## src/rtl/sprite_palette_pkg.sv

```systemverilog
// Shared types, default palette and saturation helper for the sprite palette LUT.
package sprite_palette_pkg;

  localparam int PAL_CH_W = 4;

  typedef struct packed {
    logic [PAL_CH_W-1:0] r;
    logic [PAL_CH_W-1:0] g;
    logic [PAL_CH_W-1:0] b;
  } rgb_t;

  // Magenta is the colour key for transparent sprite pixels.
  localparam rgb_t KEY_COLOR_DEFAULT = '{r: 4'hF, g: 4'h0, b: 4'hF};

  localparam rgb_t DEFAULT_PALETTE [16] = '{
    rgb_t'(12'hAAA), rgb_t'(12'hF0F), rgb_t'(12'h323), rgb_t'(12'hFFF),
    rgb_t'(12'h909), rgb_t'(12'h101), rgb_t'(12'h444), rgb_t'(12'hEEE),
    rgb_t'(12'hB0B), rgb_t'(12'h404), rgb_t'(12'h666), rgb_t'(12'h888),
    rgb_t'(12'h303), rgb_t'(12'hE0E), rgb_t'(12'hCCC), rgb_t'(12'h606)
  };

  // Adds with one bit of headroom, then clamps to the channel maximum.
  function automatic int unsigned sat_add(input int unsigned ch,
                                          input int unsigned add,
                                          input int unsigned width);
    int unsigned max_val;
    int unsigned sum;
    max_val = (32'd1 << width) - 32'd1;
    sum     = ch + add;
    return (sum > max_val) ? max_val : sum;
  endfunction

endpackage

```

## src/rtl/palette_tint.sv

```systemverilog
// Combinational colour-key compare and saturating highlight tint.
module palette_tint
  import sprite_palette_pkg::*;
#(
  parameter int CH_W   = 4,
  parameter int HL_ADD = 3,
  parameter logic [3*CH_W-1:0] KEY_COLOR = (3*CH_W)'(KEY_COLOR_DEFAULT)
) (
  input  logic [3*CH_W-1:0] raw,
  input  logic              highlight,
  output logic [3*CH_W-1:0] color,
  output logic              transparent
);

  // Transparent pixels pass through untinted; others get a clamped per-channel lift.
  always_comb begin
    transparent = (raw == KEY_COLOR);
    color       = raw;
    if (highlight && !transparent) begin
      for (int c = 0; c < 3; c++) begin
        color[c*CH_W +: CH_W] =
          CH_W'(sat_add(32'(raw[c*CH_W +: CH_W]), 32'(HL_ADD), 32'(CH_W)));
      end
    end
  end

endmodule

```

## src/rtl/sprite_palette_lut.sv

```systemverilog
// Writable, two-stage pipelined sprite colour lookup with transparency and highlight.
module sprite_palette_lut
  import sprite_palette_pkg::*;
#(
  parameter int IDX_W     = 4,
  parameter int CH_W      = 4,
  parameter int NUM_BANKS = 2,
  parameter logic [3*CH_W-1:0] KEY_COLOR = (3*CH_W)'(KEY_COLOR_DEFAULT),
  parameter int HL_ADD    = 3,
  localparam int BANK_W   = (NUM_BANKS > 1) ? $clog2(NUM_BANKS) : 1,
  localparam int DEPTH    = 2 ** IDX_W,
  localparam int ENTRY_W  = 3 * CH_W
) (
  input  logic               Clk,
  input  logic               Reset_n,
  input  logic               in_valid,
  input  logic [IDX_W-1:0]   in_index,
  input  logic [BANK_W-1:0]  in_bank,
  input  logic               in_highlight,
  input  logic               wr_en,
  input  logic [BANK_W-1:0]  wr_bank,
  input  logic [IDX_W-1:0]   wr_addr,
  input  logic [ENTRY_W-1:0] wr_data,
  output logic               out_valid,
  output logic [CH_W-1:0]    red,
  output logic [CH_W-1:0]    green,
  output logic [CH_W-1:0]    blue,
  output logic               transparent
);

  logic               rst_meta;
  logic               rst_sync_n;
  logic [ENTRY_W-1:0] palette [NUM_BANKS][DEPTH];

  logic               s1_valid;
  logic [IDX_W-1:0]   s1_index;
  logic [BANK_W-1:0]  s1_bank;
  logic               s1_highlight;

  logic               wr_ok;
  logic               rd_ok;
  logic [ENTRY_W-1:0] rd_raw;
  logic [ENTRY_W-1:0] tint_color;
  logic               tint_transparent;

  assign wr_ok = (int'(wr_bank) < NUM_BANKS);
  assign rd_ok = (int'(s1_bank) < NUM_BANKS);

  // Reset asserts immediately; release is retimed through two flops.
  always_ff @(posedge Clk or negedge Reset_n) begin
    if (!Reset_n) begin
      rst_meta   <= 1'b0;
      rst_sync_n <= 1'b0;
    end else begin
      rst_meta   <= 1'b1;
      rst_sync_n <= rst_meta;
    end
  end

  // Palette storage: reloads defaults on reset, otherwise takes runtime writes.
  always_ff @(posedge Clk or negedge rst_sync_n) begin
    if (!rst_sync_n) begin
      for (int b = 0; b < NUM_BANKS; b++) begin
        for (int i = 0; i < DEPTH; i++) begin
          palette[b][i] <= ENTRY_W'(DEFAULT_PALETTE[i % 16]);
        end
      end
    end else if (wr_en && wr_ok) begin
      palette[wr_bank][wr_addr] <= wr_data;
    end
  end

  // Stage 1: capture the request.
  always_ff @(posedge Clk or negedge rst_sync_n) begin
    if (!rst_sync_n) begin
      s1_valid     <= 1'b0;
      s1_index     <= '0;
      s1_bank      <= '0;
      s1_highlight <= 1'b0;
    end else begin
      s1_valid     <= in_valid;
      s1_index     <= in_index;
      s1_bank      <= in_bank;
      s1_highlight <= in_highlight;
    end
  end

  // Array read, forwarding a write that lands on the same edge as stage 2 registers.
  always_comb begin
    rd_raw = '0;
    if (rd_ok) begin
      if (wr_en && wr_ok && (wr_bank == s1_bank) && (wr_addr == s1_index)) begin
        rd_raw = wr_data;
      end else begin
        rd_raw = palette[s1_bank][s1_index];
      end
    end
  end

  palette_tint #(
    .CH_W      (CH_W),
    .HL_ADD    (HL_ADD),
    .KEY_COLOR (KEY_COLOR)
  ) u_tint (
    .raw         (rd_raw),
    .highlight   (s1_highlight && rd_ok),
    .color       (tint_color),
    .transparent (tint_transparent)
  );

  // Stage 2: colour outputs update only on valid pixels and hold otherwise.
  always_ff @(posedge Clk or negedge rst_sync_n) begin
    if (!rst_sync_n) begin
      out_valid   <= 1'b0;
      red         <= '0;
      green       <= '0;
      blue        <= '0;
      transparent <= 1'b0;
    end else begin
      out_valid <= s1_valid;
      if (s1_valid) begin
        {red, green, blue} <= tint_color;
        transparent        <= tint_transparent;
      end
    end
  end

endmodule
```

## config.mk

```make
export PLATFORM = sky130hd
export DESIGN_NAME = sprite_palette_lut
export DESIGN_NICKNAME = d
export VERILOG_FILES = /design/src/rtl/sprite_palette_pkg.sv /design/src/rtl/palette_tint.sv /design/src/rtl/sprite_palette_lut.sv
export SDC_FILE = /design/constraint.sdc
export NUM_CORES = 1
export LEC_CHECK = 0
export ABC_AREA = 1
export BUFFER_PORTS_ARGS = -buffer_cell sky130_fd_sc_hd__buf_4
export CAP_MARGIN = 25
export CELL_PAD_IN_SITES_DETAIL_PLACEMENT = 0
export CELL_PAD_IN_SITES_GLOBAL_PLACEMENT = 2
export CORE_MARGIN = 2
export CORE_UTILIZATION = 38
export DETAILED_ROUTE_END_ITERATION = 7
export GPL_TIMING_DRIVEN = 1
export PLACE_DENSITY_LB_ADDON = 0.1
export SYNTH_ARGS = -nofsm -noshare
export SYNTH_HDL_FRONTEND = slang
export SYNTH_SLANG_ARGS = --single-unit
```

## constraint.sdc

```tcl
create_clock -name Clk -period 14.2 [get_ports Clk]
set_clock_uncertainty 0.2 [all_clocks]
set_input_delay 4.26 -clock Clk [delete_from_list [all_inputs] [get_ports Clk]]
set_output_delay 4.26 -clock Clk [all_outputs]
set_load 0.02 [all_outputs]
```

==> impl_metrics.env <==
export IMPL_max_clock_freq_mhz=152
export IMPL_yosysWarningCount=0
export IMPL_cts_tree="built"
export IMPL_p_leak_nw=9.58
export IMPL_power_share_combinational=0.144
export IMPL_internal_power_mw=2.34
export IMPL_met2RoutedLength_mm=27.8
export IMPL_holdCritPathClass="register to register"
export IMPL_seq_power_share=0.478
export IMPL_drtIter0Drc=1286
export IMPL_setup_worst_path_end_class="register"
export IMPL_max_vdd_ir_drop_v=0.000101
export IMPL_report_final_setup_viol=0
export IMPL_p_sw_frac=0.280
export IMPL_die_area_sq_um=52600
export IMPL_postRouteAntennaNets=0
export IMPL_die_width_microns=229
export IMPL_drc=0
export IMPL_synth_largest_area_cell="sky130_fd_sc_hd__dfrtp_1"
export IMPL_portBuffers=40
export IMPL_post_route_min_period_ps=6580
export IMPL_post_route_worst_setup_slack_ps=7620
export IMPL_detailed_place_hpwl_mm=36.4
export IMPL_grt_pass1_wl_mm=96.5
export IMPL_overall_via_count_from_detail_route=15829
export IMPL_worst_endpoint_arrival_ps=6890
export IMPL_post_layout_nonfiller_instances=3055
export IMPL_power_share_clock=0.378
export IMPL_worst_r2r_startpoint="s1_index[0]$_DFF_PN0_"
export IMPL_grt_setup_unrepaired="no"
export IMPL_post_place_ws_ps=7050
export IMPL_grt_max_degree=159
export IMPL_cts_inserted_buffers=48
export IMPL_drive_above_1_share=0.142
export IMPL_critical_path_startpoint="wr_addr[1]"
export IMPL_detailed_place_area_sq_um=19700
export IMPL_power_density_nw_per_um2=153
export IMPL_topRoutingLayerUsed="met4"
export IMPL_grt_pass1_vias=15449
export IMPL_met1Wirelength_mm=29.4
export IMPL_finish_instance_area_sq_um=21300
export IMPL_final_clock_period_utilization_by_the_worst_path=0.463
export IMPL_core_area_sq_um=50200
export IMPL_synth_net_count=2450
export IMPL_synth_distinct_cells=33
export IMPL_gp_congestion=0.826
export IMPL_antenna_diode_count=0
export IMPL_cts_htree_levels=2
export IMPL_cts_repair_resize_count=0
export IMPL_synth_yosys_seq_area_share=0.539
export IMPL_net_switching_power_mw=0.913
export IMPL_status="completed"
export IMPL_start_util=0.384
export IMPL_numPlacedInstances=2966
export IMPL_wl_per_cell_microns=20.2
export IMPL_cts_max_path_buffers=3
export IMPL_worstSkewPairLatency_ps=590
export IMPL_critPathMaxFanout=14
export IMPL_met3_wirelength_mm=2.37
export IMPL_hold_start="rst_meta$_DFF_PN0_"
export IMPL_hold_buffers=0
export IMPL_hold_violations=0
export IMPL_synthDominantCellAreaShare=0.305
export IMPL_synthesis_area_sq_um=19300
export IMPL_die_height_microns=229
export IMPL_post_layout_total_power_mw=3.26
export IMPL_clkSinkCount=407
export IMPL_vias_per_cell=5.18
export IMPL_postCtsSetupBuffers=0
export IMPL_clk_pin_slew_ps=60
export IMPL_gr_usage_all_layers=0.239
export IMPL_synthesized_netlist_cell_count=2415
export IMPL_num_io_pins=41
export IMPL_synth_area_leaders="sky130_fd_sc_hd__dfrtp_1 (30%), sky130_fd_sc_hd__dfstp_2 (23%), sky130_fd_sc_hd__nand2_1 (18%)"
export IMPL_worstSetupPathType="input port to register"
export IMPL_maxCapViolCount=0
export IMPL_finish_net_count=2380
export IMPL_placement_rows=82
export IMPL_worstPathRequired_ps=14510
export IMPL_wirelength_mm=61.7
export IMPL_area_growth_syn_to_layout_pct=10.5
export IMPL_start_kind="input port"
export IMPL_finalSetupTns_ps=0
export IMPL_antenna_found_initial=0
export IMPL_cts_root_buf="sky130_fd_sc_hd__clkbuf_16"
export IMPL_grt_remaining_overflow=0
export IMPL_timing_worst_slew_pin_value_ps=1010
export IMPL_mean_post_synth_cell_area_sq_um=7.98
export IMPL_detailedRoute_firstPassIterationCount=5
export IMPL_slew_viol_final=0
export IMPL_slew_limit_headroom=0.323
export IMPL_synth_ff_latch_count=407
## power groups by stage
stage | Combinational [mW] | Sequential, mW | Clock [mW]
after CTS | 0.475 | 1.55 | 1.26
after detailed placement | 0.475 | 1.57 | 0
final | 0.469 | 1.55 | 1.23
after global routing | 0.550 | 1.58 | 1.31
after global placement | 0.464 | 1.57 | 0
after floorplan | 0.338 | 1.56 | 0
## cell usage after synthesis (all sizes together)
library cell	n
nand3	302
o21ai	410
dfstp	172
clkbuf	109
buf	80
o211ai	8
nand3b	1
o31ai	1
ha	8
nor2	64
xor2	3
inv	57
a21oi	10
or2	1
nand2	943
nand4	6
and3	1
clkinv	1
conb	1
o22ai	1
a21boi	1
dfrtp	235
## logic make-up after synthesis
logic type | count (synthesis) | synth area share
buffers and inverters | 247 | 0.0618
AO/OA/AOI/OAI | 431 | 0.113
AND/OR/NAND/NOR | 1318 | 0.279
other | 1 | 0.000194
flip-flops | 407 | 0.539
XOR/XNOR | 3 | 0.00136
adder cells (fa/ha/maj) | 8 | 0.00519
## per-layer routing
metal  up-vias  global-route usage
met2       299               0.376
met5         -                   0
li1       7692                   -
met3        92              0.0286
met4         0              0.0885
met1      7746               0.340
## critical path, stage by stage
cell                      delay, ps
sky130_fd_sc_hd__buf_4          130
sky130_fd_sc_hd__xor2_1         150
sky130_fd_sc_hd__a21oi_1        180
sky130_fd_sc_hd__nand3_2        350
sky130_fd_sc_hd__inv_2          320
sky130_fd_sc_hd__nand2_1         80
sky130_fd_sc_hd__nand2_1        160
sky130_fd_sc_hd__ha_1           180
sky130_fd_sc_hd__and3_1         150
sky130_fd_sc_hd__nand3_1         90
sky130_fd_sc_hd__nor2_2         160
sky130_fd_sc_hd__nand2_4        100
sky130_fd_sc_hd__nand2_2        210
sky130_fd_sc_hd__inv_1          130
sky130_fd_sc_hd__nand2_1         90
sky130_fd_sc_hd__nand3_1         60
sky130_fd_sc_hd__nand2_1         70
## worst paths after layout
check | endpoint | slack, ps | cells past startpoint
min in group asynchronous | palette[90]$_DFFE_PN0P_ | 220 | 0
setup / recovery | green[3]$_DFFE_PN0P_ | 7620 | 17
hold reg to reg | rst_sync_n$_DFF_PN0_ | 150 | 0
setup reg to reg | green[3]$_DFFE_PN0P_ | 9220 | 18
max in group asynchronous | rst_sync_n$_DFF_PN0_ | 10460 | 1
hold / removal | rst_sync_n$_DFF_PN0_ | 150 | 0
## cells in the final DEF (no fill, tap or decap), types with 6 or more instances in the layout
master,Yosys,layout
sky130_fd_sc_hd__nand2_1,938,938
sky130_fd_sc_hd__o21ai_0,401,401
sky130_fd_sc_hd__nand3_1,301,301
sky130_fd_sc_hd__dfrtp_1,235,231
sky130_fd_sc_hd__dfstp_2,172,172
sky130_fd_sc_hd__buf_4,20,66
sky130_fd_sc_hd__nor2_1,61,61
sky130_fd_sc_hd__inv_1,52,51
sky130_fd_sc_hd__clkbuf_16,0,49
sky130_fd_sc_hd__clkbuf_8,0,13
sky130_fd_sc_hd__clkinv_2,0,12
sky130_fd_sc_hd__a21oi_1,10,10
sky130_fd_sc_hd__o21ai_1,9,9
sky130_fd_sc_hd__clkbuf_1,109,9
sky130_fd_sc_hd__o211ai_1,8,8
sky130_fd_sc_hd__ha_1,8,8
sky130_fd_sc_hd__nand4_1,6,6
## area by class of cell
| cell class | count | area (sq um) |
|---|---|---|
| Fill cell | 5186 | 28900 |
| Sequential cell | 407 | 10400 |
| Multi-Input combinational cell | 1761 | 7690 |
| Clock buffer | 71 | 1440 |
| Tap cell | 672 | 841 |
| Timing Repair Buffer | 69 | 571 |
| Inverter | 58 | 225 |
| Clock inverter | 17 | 135 |
## sequential cells by signal (all words and copies together) (netlist names)
| signal | count |
|---|---|
| palette | 384 |
| out_valid | 1 |
| s1_valid | 1 |
| red | 4 |
| rst_sync_n | 1 |
| s1_index | 4 |
| s1_bank | 1 |
| green | 4 |
| s1_highlight | 1 |
| rst_meta | 1 |
| blue | 4 |
| transparent | 1 |
## through the flow
step / utilization / hold slack (ps)
CTS: 0.424 / 156
floorplan: - / 131
finish: 0.425 / 152
global placement: 0.392 / 144
detailed placement: 0.393 / 142
global route: 0.425 / 156
Note: power is estimated with default switching activity, not from simulation.
